File: src/rtl/relay_pkg.sv
// rtl/relay_pkg.sv - shared constants, command codes and state encoding for the relay scheduler
package relay_pkg;

    localparam logic [2:0] MOD_MASTER = 3'b000;
    localparam logic [2:0] MOD_SLAVE  = 3'b001;
    localparam logic [2:0] MOD_DELAY  = 3'b010;

    localparam logic [1:0] OP_NOP    = 2'b00;
    localparam logic [1:0] OP_MASTER = 2'b01;
    localparam logic [1:0] OP_SLAVE  = 2'b10;
    localparam logic [1:0] OP_ABORT  = 2'b11;

    localparam int unsigned REPORT_TICKS = 65552;
    localparam int          CNT_W        = 17;

    typedef enum logic [1:0] {
        ST_IDLE,
        ST_MASTER_RUN,
        ST_REPORT,
        ST_SLAVE_RUN
    } state_e;

endpackage

File: src/rtl/relay_tick_gen.sv
// rtl/relay_tick_gen.sv - free-running divide-by-8 tick generator (1.695 MHz from 13.56 MHz)
module relay_tick_gen (
    input  logic ck_1356meg,
    input  logic rst_n,
    output logic tick
);

    logic [2:0] div_q, div_d;

    always_comb begin
        div_d = div_q + 3'd1;
    end

    always_ff @(posedge ck_1356meg or negedge rst_n) begin
        if (!rst_n) begin
            div_q <= 3'd0;
        end else begin
            div_q <= div_d;
        end
    end

    assign tick = (div_q == 3'b100);

endmodule

File: src/rtl/relay_sched.sv
// rtl/relay_sched.sv - relay window scheduler: master/report/slave windows counted in divider ticks
module relay_sched
    import relay_pkg::*;
#(
    parameter int unsigned REPORT_TICKS_P = REPORT_TICKS
) (
    input  logic        ck_1356meg,
    input  logic        rst_n,
    input  logic        cmd_valid,
    input  logic [1:0]  cmd_op,
    input  logic [15:0] timeout_cfg,
    input  logic        data_in,
    output logic [2:0]  mod_type,
    output logic        cmd_ready,
    output logic        busy,
    output logic        done,
    output logic        timed_out
);

    localparam logic [CNT_W-1:0] REPORT_LIM = CNT_W'(REPORT_TICKS_P);

    logic             tick;
    state_e           state_q, state_d;
    logic [CNT_W-1:0] cnt_q, cnt_d, cnt_inc;
    logic [15:0]      tmo_q, tmo_d;
    logic [2:0]       sync_q, sync_d;
    logic             done_q, done_d;
    logic             to_q, to_d;
    logic             sync_edge, abort, at_tmo, at_rep;

    relay_tick_gen u_tick (
        .ck_1356meg (ck_1356meg),
        .rst_n      (rst_n),
        .tick       (tick)
    );

    // sync_q[1:0] form the two-flop synchroniser, sync_q[2] is the previous synced value
    assign sync_edge = sync_q[1] & ~sync_q[2];
    assign abort     = cmd_valid && (cmd_op == OP_ABORT);
    assign cnt_inc   = (cnt_q == '1) ? cnt_q : cnt_q + 1'b1;
    assign at_tmo    = tick && (tmo_q != 16'd0) && (cnt_inc == {1'b0, tmo_q});
    assign at_rep    = tick && (cnt_inc == REPORT_LIM);

    always_comb begin
        state_d = state_q;
        cnt_d   = tick ? cnt_inc : cnt_q;
        tmo_d   = tmo_q;
        sync_d  = {sync_q[1:0], data_in};
        done_d  = 1'b0;
        to_d    = 1'b0;
        if (abort) begin
            state_d = ST_IDLE;
            cnt_d   = '0;
        end else begin
            case (state_q)
                ST_IDLE: begin
                    cnt_d = '0;
                    if (cmd_valid && cmd_op == OP_MASTER) begin
                        state_d = ST_MASTER_RUN;
                        tmo_d   = timeout_cfg;
                    end else if (cmd_valid && cmd_op == OP_SLAVE) begin
                        state_d = ST_SLAVE_RUN;
                        tmo_d   = timeout_cfg;
                    end
                end
                ST_MASTER_RUN: begin
                    // a peer edge beats a coincident timeout
                    if (sync_edge) begin
                        state_d = ST_REPORT;
                        cnt_d   = '0;
                    end else if (at_tmo) begin
                        state_d = ST_IDLE;
                        cnt_d   = '0;
                        to_d    = 1'b1;
                    end
                end
                ST_REPORT: begin
                    if (at_rep) begin
                        state_d = ST_IDLE;
                        cnt_d   = '0;
                        done_d  = 1'b1;
                    end
                end
                ST_SLAVE_RUN: begin
                    if (at_tmo) begin
                        state_d = ST_IDLE;
                        cnt_d   = '0;
                        done_d  = 1'b1;
                    end
                end
                default: begin
                    state_d = ST_IDLE;
                    cnt_d   = '0;
                end
            endcase
        end
    end

    always_ff @(posedge ck_1356meg or negedge rst_n) begin
        if (!rst_n) begin
            state_q <= ST_IDLE;
            cnt_q   <= '0;
            tmo_q   <= 16'd0;
            sync_q  <= 3'd0;
            done_q  <= 1'b0;
            to_q    <= 1'b0;
        end else begin
            state_q <= state_d;
            cnt_q   <= cnt_d;
            tmo_q   <= tmo_d;
            sync_q  <= sync_d;
            done_q  <= done_d;
            to_q    <= to_d;
        end
    end

    always_comb begin
        mod_type = MOD_SLAVE;
        case (state_q)
            ST_MASTER_RUN: mod_type = MOD_MASTER;
            ST_REPORT:     mod_type = MOD_DELAY;
            default:       mod_type = MOD_SLAVE;
        endcase
    end

    assign cmd_ready = (state_q == ST_IDLE);
    assign busy      = (state_q != ST_IDLE);
    assign done      = done_q;
    assign timed_out = to_q;

endmodule

File: config.mk
export PLATFORM = sky130hd
export DESIGN_NAME = relay_sched
export DESIGN_NICKNAME = d
export VERILOG_FILES = /design/src/rtl/relay_pkg.sv /design/src/rtl/relay_tick_gen.sv /design/src/rtl/relay_sched.sv
export SDC_FILE = /design/constraint.sdc
export NUM_CORES = 1
export LEC_CHECK = 0
export ABC_AREA = 0
export BUFFER_PORTS_ARGS = -buffer_cell sky130_fd_sc_hd__buf_2
export CAP_MARGIN = 5
export CORE_UTILIZATION = 54
export DETAILED_ROUTE_END_ITERATION = 10
export PLACE_DENSITY = 0.83
export SLEW_MARGIN = 10
export SYNTH_ARGS = -nofsm -noshare
export SYNTH_HDL_FRONTEND = slang
export SYNTH_HIERARCHICAL = 1
export SYNTH_SLANG_ARGS = --single-unit
File: constraint.sdc
create_clock -name ck_1356meg -period 2.8 [get_ports ck_1356meg]
set_clock_uncertainty 0.2 [all_clocks]
set_input_delay 0.7 -clock ck_1356meg [delete_from_list [all_inputs] [get_ports ck_1356meg]]
set_output_delay 0.7 -clock ck_1356meg [all_outputs]
set_load 0.01 [all_outputs]
# ---- Word-level counts from Yosys, hierarchy flattened
# Cells that the tools add are included.
dict set report totals {
  regBits 43
  inputBits 22
  wordCells 60
}
dict set report op_classes {
  add_sub_neg 2
  n_eq_ne 12
  muxes 24
  bitwise_logic 3
  reduce_logical 12
}
# op count
set op_table {}
lappend op_table {{17-bit 2-to-1 mux} 6}
lappend op_table {{17-bit case mux with 4 select lines} 1}
lappend op_table {{17-bit equality test (second input constant)} 2}
lappend op_table {{16-bit 2-to-1 mux} 2}
lappend op_table {{17-bit by 1-bit adder with 17-bit output (second input constant)} 1}
lappend op_table {{17-bit by 16-bit equality test with 1-bit output} 1}
lappend op_table {{16-bit nonzero test} 1}
lappend op_table {{2-bit 2-to-1 mux} 6}
lappend op_table {{2-bit equality test (second input constant)} 4}
lappend op_table {{2-bit case mux with 4 select lines} 1}
lappend op_table {{1-bit logical AND} 6}
lappend op_table {{1-bit 2-to-1 mux} 6}
lappend op_table {{2-bit by 1-bit equality test with 1-bit output (second input constant)} 2}
lappend op_table {{4-bit by 1-bit inequality test with 1-bit output (second input constant)} 1}
lappend op_table {{2-bit case mux with 2 select lines} 1}
lappend op_table {{2-bit nonzero test} 2}
lappend op_table {{3-bit by 1-bit adder with 3-bit output (second input constant)} 1}
lappend op_table {{3-bit equality test (second input constant)} 1}
lappend op_table {{3-bit inequality test (second input constant)} 1}
lappend op_table {{3-bit AND reduction} 1}
lappend op_table {{2-bit logical NOT} 1}
lappend op_table {{1-bit NOT} 2}
lappend op_table {{1-bit case mux with 2 select lines} 1}
lappend op_table {{2-bit AND reduction} 1}
lappend op_table {{1-bit bitwise AND} 1}

# ---- Longest topological paths before layout
# Gate-level depths: netlist of the first run.
dict set report depth {
  depth_word 8
  mapped_depth 11
  depth_no_buf 10
}

# ---- By module
# The synthesis of the first run kept the hierarchy.
# module instances cells_per_inst area_per_inst_um2 seq_area_each_um2
set by_module_without_submodules {}
lappend by_module_without_submodules {relay_sched 1 330 3001.6 1001.0}
lappend by_module_without_submodules {relay_tick_gen 1 9 123.9 75.1}

# ---- Worst setup path before layout of the first run
# Ideal clock, no wire load.
dict set report synth_path {
  kind {reg-to-reg}
  start {register cnt_q[1]}
  end {register cnt_q[10]}
  setup_time_ps 138
  arrival_time_ps 2440
  t_required_ps 2462
  slack_ps 22
  path_stages_with_launch 12
  path_buffers 2
  period_less_slack_ps 2778
  cell_sequence {dfrtp_1 > ha_1 > buf_2 > xnor2_1 > o221ai_1 > nand4b_1 > a2111o_1 > nor4_2 > nand4_2 > o21bai_4 > buf_6 > a211oi_1}
}
dict set report synth_between {
  elab_chain_cells 8
  word_cells_on_any_way 13
  cone_classes {1 x add/sub; 3 x eq/ne; 7 x mux; 2 x reduce/logical}
}
# item line_no
set synth_rtl {}
lappend synth_rtl {{from (decl)} relay_sched.sv:24} ;# logic [CNT_W-1:0] cnt_q, cnt_d, cnt_inc;
lappend synth_rtl {{from (signal assigned)} relay_sched.sv:109} ;# cnt_q <= cnt_d;
lappend synth_rtl {{17-bit by 1-bit adder with 17-bit output / 17-bit equality test (equally long branches)} relay_sched.sv:40} ;# assign cnt_inc = (cnt_q == '1) ? cnt_q : cnt_q + 1'b1;
lappend synth_rtl {{17-bit 2-to-1 mux (*)} relay_sched.sv:40}
lappend synth_rtl {{17-bit by 16-bit equality test with 1-bit output} relay_sched.sv:41} ;# assign at_tmo = tick && (tmo_q != 16'd0) && (cnt_inc == {1'b0, tmo_q});
lappend synth_rtl {{1-bit logical AND} relay_sched.sv:41}
lappend synth_rtl {{17-bit 2-to-1 mux} {relay_sched.sv:71, relay_sched.sv:85}}
lappend synth_rtl {{17-bit 2-to-1 mux} relay_sched.sv:68} ;# if (sync_edge) begin
lappend synth_rtl {{17-bit case mux with 4 select lines (*)} relay_sched.sv:55} ;# case (state_q)
lappend synth_rtl {{17-bit 2-to-1 mux (*)} relay_sched.sv:51} ;# if (abort) begin
lappend synth_rtl {{named net cnt_d[10]} relay_sched.sv:24}
# Mark *: on every way through the listed nets, which the timed path passes. The rest lies on a longest branch.
# A chain may end at the register's enable or synchronous reset.

# ---- Worst setup path in the final report of the first run
dict set report layout_path {
  start {register cnt_q[11]}
  end {register cnt_q[8]}
}
# Same word-level chain as after synthesis.

==> summary.txt, run 1 <==
Run status
  • Status: complete, but fails checks
  • Failing checks: negative setup slack

Die
  • Initial Util: 0.5641
  • Die area: approximately 0.0061 mm²
  • Die height: 78.08 µm
  • Core area: between 0.005 and 0.006 mm²
  • Num ports: 29
  • Die width: 78.08 µm
  • Row count: 27

Global routing
  • Total congestion overflow: 0
  • Antenna violations before repair: 0
  • Gr usage total: 0.3334
  • Global-route wire length before repair: 15.68 mm
  • Largest net degree at the start of global routing: 38
  • Vias in the first global route: 3,077

Pwr
  • Sw Ratio: 0.3801
  • LEAKAGE: 1.705 nW
  • Psw: 876.5 µW
  • Pwr Total: 2.306 mW
  • Pwr/cell area: between 500 and 600 mW/mm²
  • Cell internal pwr: 1.430 mW
  • Max rail drop VDD: 0.0005470 V
  • Register share of total power: 0.411
  • Comb power frac: 0.400
  • Clock power share: 0.189

Synthesis
  • Dominant synthesized flop cell: dfrtp_1
  • YS warnings: 6
  • Synth top area share: 0.3443
  • Post-synth EDFFs: 0
  • Syn Area/Cell: around 9.2 µm²
  • Synthesized cell area: 0.003125 mm²
  • Sequential area share after synthesis: 0.3443
  • Mapped Nets: 368
  • Number of synthesized register bits: 43
  • Synth area leader: dfrtp_1
  • Ranking of synthesized cells by area: dfrtp_1 34%, mux2_2 5.8%, xnor2_1 4.8%
  • Unique cell type count in the Yosys netlist: 65
  • Syn Inst Count: 339
  • Ys async rst share: 1.000

Setup path
  • WP data required: 2.78 ns
  • Slowest CP cell: dfrtp_1
  • Crit end category: register
  • Critical path launch point type: register
  • Crit-path max FO: 9
  • Crit Path Class: reg2reg
  • CP arrival: ~2.8 ns
  • Critical path buffers and inverters: 4
  • Largest delay contributor family on the critical path: buffers and inverters
  • Most used cell along the critical path: buf_4
  • Slowest stage delay, CP: 0.41 ns
  • Cells along the critical path: and4_1 > nand4_1 > buf_4 > o211a_1 > o21ai_0 > buf_4 > o41ai_4 > buf_4 > buf_6 > a211oi_1

STA
  • RSZ-0062 raised after global routing: yes
  • Peak Freq: 349.6 MHz
  • Max-slew violation count: 0
  • Min Hold Slack: 0.1660 ns
  • Count of final setup violators: 10
  • Worst-Margin Slew: roughly 0.83 ns
  • Hold Vio Cnt, Final: 0
  • Slew margin rel.: 0.4439
  • Final critical-path required period: 2.861 ns
  • Final setup margin: -0.06056 ns
  • Final worst-path cycle share: 1.022

Clocking
  • Worst skew pair latency: around 0.30 ns
  • # hold bufs at CTS: 0
  • CTS sink cnt: 43
  • CTS tree: yes
  • H-tree depth: 2
  • CTS Buf Count: 5
  • Clk pin slew, worst setup/hold paths: 0.08 ns
  • Root buffer cell: clkbuf_8
  • Max Root-Sink Buffers: 2

Route
  • Routed wire length: 9.908 mm
  • Antenna viol nets, final: 0
  • Drt pass-1 iters: 5
  • Initial DRC count: around 300
  • DR vias: 3,172
  • Wire per inst: 19.98 µm
  • Vias/cell: 6.395
  • # DRC: 0

Cells and area
  • Final Net Count: about 450
  • Most frequent cells in the layout: 64 x buf_4, 36 x dfrtp_1, 27 x nand2_1, 27 x buf_2, 21 x nor2_1
  • Share of cells above drive strength 1: 0.3821
  • Diodes inserted: 0
  • Commonest non-fill, non-tap cell in the layout: buf_4
  • Layout area overhead: 29.22%
  • Fillcell total: 444

Hold path
  • HP Class: reg2reg

Flow run
  • Max Cap Violations: 0

Placed design
  • GP Congestion: 1.046
  • Dpl hpwl: between 7 and 8 mm
  • Port Buffers: 27
final timing paths:
kind / start / endpoint / slack (ns) / cells past startpoint
max: cnt_q[11] / cnt_q[8] / -0.06 / 10
min: sync_q[0] / sync_q[1] / 0.17 / 0
max reg2reg: cnt_q[11] / cnt_q[8] / -0.06 / 10
min reg2reg: sync_q[0] / sync_q[1] / 0.17 / 0
max in group asynchronous: rst_n / done / 1.48 / 2
min in group asynchronous: rst_n / cnt_q[6] / 0.30 / 1
metrics by stage:
| step | TNS [ns] | std cells | setup WS [ns] | utilization | cell area, µm² |
|---|---|---|---|---|---|
| 5_1_grt | -3.134 | 496 | -0.1828 | 0.7290 | 4039 |
| 6_report | -0.1944 | 496 | -0.06056 | 0.7290 | 4039 |
| 3_5_place_dp | -1.030 | 469 | -0.07923 | 0.6599 | 3656 |
| 2_1_floorplan | 0 | 339 | 0.02187 | - | 3126 |
| 4_1_cts | 0 | 487 | 0.02045 | 0.6981 | 3867 |
| 3_3_place_gp | -0.2499 | 469 | -0.02596 | 0.6599 | 3656 |
area by class of cell:
class,instances,area (µm²),share of cell area
clock inverter,1,7.507,0.001859
sequential,43,1085,0.2686
clock buffer,7,96.34,0.02385
multi-input combinational,260,1973,0.4885
timing repair buffer,100,738.2,0.1828
tap,72,90.09,0.02230
inverter,13,48.80,0.01208
power groups by stage:
stage          Sequential, mW  Combinational [mW]  Clock (mW)
6_report                0.947               0.923       0.437
5_1_grt                 0.960               0.992       0.466
4_1_cts                 0.935               0.863       0.442
3_5_place_dp            0.947               0.856           0
3_3_place_gp            0.944               0.830           0
2_1_floorplan           0.882               0.629           0
synthesized netlist by cell type (6+ instances only):
master and count:
buf_2 10, nand3_1 6, ha_1 7, dfrtp_1 43, xnor2_1 17, clkbuf_1 6, a211oi_1 17, nor2_1 24
a21oi_1 8, nor4_1 10, mux2i_1 7, nor3_1 8, xor2_1 10, nand4_1 13, and3_1 6, inv_1 13
mux2_2 16, nand2_1 27, o21ai_0 14
state kept, by name (all words and copies together) (netlist names):
signal	flops
done	1
u_tick/div_q	3
sync_q	3
state_q	2
tmo_q	16
timed_out	1
cnt_q	17
cells by family (layout without fill, tap and decap cells):
group	count (synthesis)	in the layout	synth area share
and+or+nand+nor	127	127	0.2366
AOI/OAI and AO/OA	75	75	0.1785
DFF	43	43	0.3443
buffers and inverters	36	121	0.05565
xor gates and xnor gates	27	27	0.07566
muxes	23	23	0.08006
adders and majority gates	7	7	0.02802
other	1	1	0.001200
per-layer routing:
metal  up-vias  track usage  wire length, µm
met5         -            0                0
met4         0       0.1426              364
met3        42      0.05465              899
met2       196       0.5395             4748
met1      1517       0.4414             3895
li1       1417            -                -
worst reg2reg max path: stages (launching register included):
cell and delay, ns:
dfrtp_1 0.41, and4_1 0.36, nand4_1 0.34, buf_4 0.26
o211a_1 0.20, o21ai_0 0.16, buf_4 0.18, o41ai_4 0.09
buf_4 0.16, buf_6 0.13, a211oi_1 0.28
what timing repair did:
action,in CTS,in global routing
setup buffers,10,8
gates cloned,0,1
pin swaps,4,8
resized for setup,7,31
setup endpoints to repair,21,21
Power figures use the tool's default switching activity.
==> inputs of run 2 (changes only) <==
Settings changed: CORE_UTILIZATION 54 to 50, PLACE_DENSITY 0.83 to 0.79, SETUP_SLACK_MARGIN set to 0.4.
==> summary.txt, run 2 (synthesis results as in run 1) <==
Run status
  • Status: finished clean

STA
  • Max-slew violation count: 0
  • Hold Vio Cnt, Final: 0
  • Count of final setup violators: 0
  • RSZ-0062 raised after global routing: yes
  • Peak Freq: 364.3 MHz
  • Slew margin rel.: 0.5332
  • Final critical-path required period: 2.745 ns
  • Final worst-path cycle share: 0.9804
  • Worst-Margin Slew: 0.6969 ns
  • Setup_tns: 0 ns

Clocking
  • # hold bufs at CTS: 0
  • CTS tree: yes
  • Worst skew pair latency: 0.30 ns
  • Root buffer cell: clkbuf_8
  • Max Root-Sink Buffers: 2
  • H-tree depth: 2
  • CTS sink cnt: 43
  • Clk pin slew, worst setup/hold paths: 0.08 ns
  • CTS Buf Count: 5

Route
  • Wire per inst: 19.26 µm
  • # DRC: 0
  • Routed wire length: 9.612 mm
  • Vias/cell: 6.054
  • DR vias: between 3,000 and 4,000
  • Initial DRC count: 255
  • Drt pass-1 iters: 5
  • Antenna viol nets, final: 0

Die
  • Die width: ~81 µm
  • Row count: 28
  • Die area: between 0.006 and 0.007 mm²
  • Core area: 0.005991 mm²
  • Initial Util: 0.5217
  • Num ports: 29
  • Die height: 81.07 µm

Cells and area
  • Max FFs per register: 17
  • Layout area overhead: 31.55%
  • Fillcell total: 480
  • Final Net Count: around 450
  • Largest regs: cnt_q x17, tmo_q x16
  • Diodes inserted: 0
  • Share of cells above drive strength 1: 0.4198
  • Most frequent cells in the layout: 68 x buf_4, 35 x dfrtp_1, 27 x buf_2
  • Fin util: 0.6863
  • Commonest non-fill, non-tap cell in the layout: buf_4
  • Biggest register: cnt_q

Setup path
  • WP data required: 2.77 ns
  • Critical path launch point type: register
  • Crit-path max FO: 17
  • Crit end category: register
  • Crit Path Class: reg2reg
  • R2R Path Start: cnt_q[3]
  • Reg2reg path depth: 10
  • R2r setup slk: roughly 0.055 ns
  • Reg2reg end: cnt_q[10]
  • CP arrival: 2.71 ns

Placed design
  • GP Congestion: approximately 1
  • Dpl hpwl: 7.184 mm
  • Port Buffers: 27

Pwr
  • Pwr/cell area: 572.1 mW/mm²
  • LEAKAGE: 1.751 nW
  • Max rail drop VDD: roughly 0.00063 V

Global routing
  • Vias in the first global route: around 2,800
  • Largest net degree at the start of global routing: 28
  • Antenna violations before repair: 0
  • Total congestion overflow: 0
  • Gr usage total: 0.3102
  • Global-route wire length before repair: 14.95 mm

Hold path
  • HP Class: in2async

Flow run
  • Max Cap Violations: 0
-- run 2: worst max-delay path, stage by stage (launching register included) --
cell and delay [ns]:
dfrtp_2 0.41, buf_4 0.14, and3_1 0.22, nand3_1 0.14, nor4_1 0.45, o2bb2ai_1 0.14, nor3_2 0.24, nand4_1 0.20
o21bai_4 0.20, buf_12 0.17, a211oi_1 0.09
-- run 2: worst max-delay path by stage --
stage	to	cells after the start	start	slack (ns)
5_1_grt	done	10	cnt_q[11]	-0.07
2_1_floorplan	cnt_q[10]	11	cnt_q[1]	0.13
3_5_place_dp	state_q[1]	9	cnt_q[8]	-0.12
4_1_cts	cnt_q[3]	11	cnt_q[1]	0.07
6_report	cnt_q[10]	10	cnt_q[3]	0.05
3_3_place_gp	state_q[1]	9	cnt_q[8]	-0.14
-- run 2: through the flow --
stage | setup WS [ns] | area (µm²) | power, mW | hold WS [ns] | instances
2_1_floorplan | 0.1286 | 3162 | 1.517 | 0.1312 | 339
3_3_place_gp | -0.1369 | 3681 | 1.831 | 0.1375 | 471
3_5_place_dp | -0.1249 | 3681 | 1.852 | 0.1450 | 471
4_1_cts | 0.06558 | 3905 | 2.252 | 0.1195 | 488
5_1_grt | -0.07124 | 4111 | 2.487 | 0.1420 | 499
6_report | 0.05488 | 4111 | 2.352 | 0.1039 | 499
-- run 2: routing by layer --
metal,GRT usage,up-vias,part of all wire
met5,0,-,0
met4,0.09464,0,0.029
met1,0.4153,1444,0.43
li1,-,1420,-
met2,0.5050,130,0.47
met3,0.05843,27,0.069
-- run 2: power by group --
part	total, mW	switching, mW	internal (mW)
Combinational	1.01	0.517	0.490
Clock	0.391	0.216	0.175
Sequential	0.955	0.200	0.755
-- run 2: final cells by class --
class                      count  area [µm²]  share of cell area
clock buffer                   7       76.32             0.01856
timing repair buffer         100       733.2              0.1783
inverter                      13       48.80             0.01187
sequential                    43        1086              0.2642
multi-input combinational    260        2068              0.5030
clock inverter                 1       5.005            0.001217
tap                           75       93.84             0.02282
-- run 2: timing repair --
action	4_1_cts	5_1_grt
pin swaps	7	9
resized for setup	21	24
endpoints found under the hold margin	0	0
gates cloned	0	1
setup buffers	9	10
setup endpoints to repair	21	21
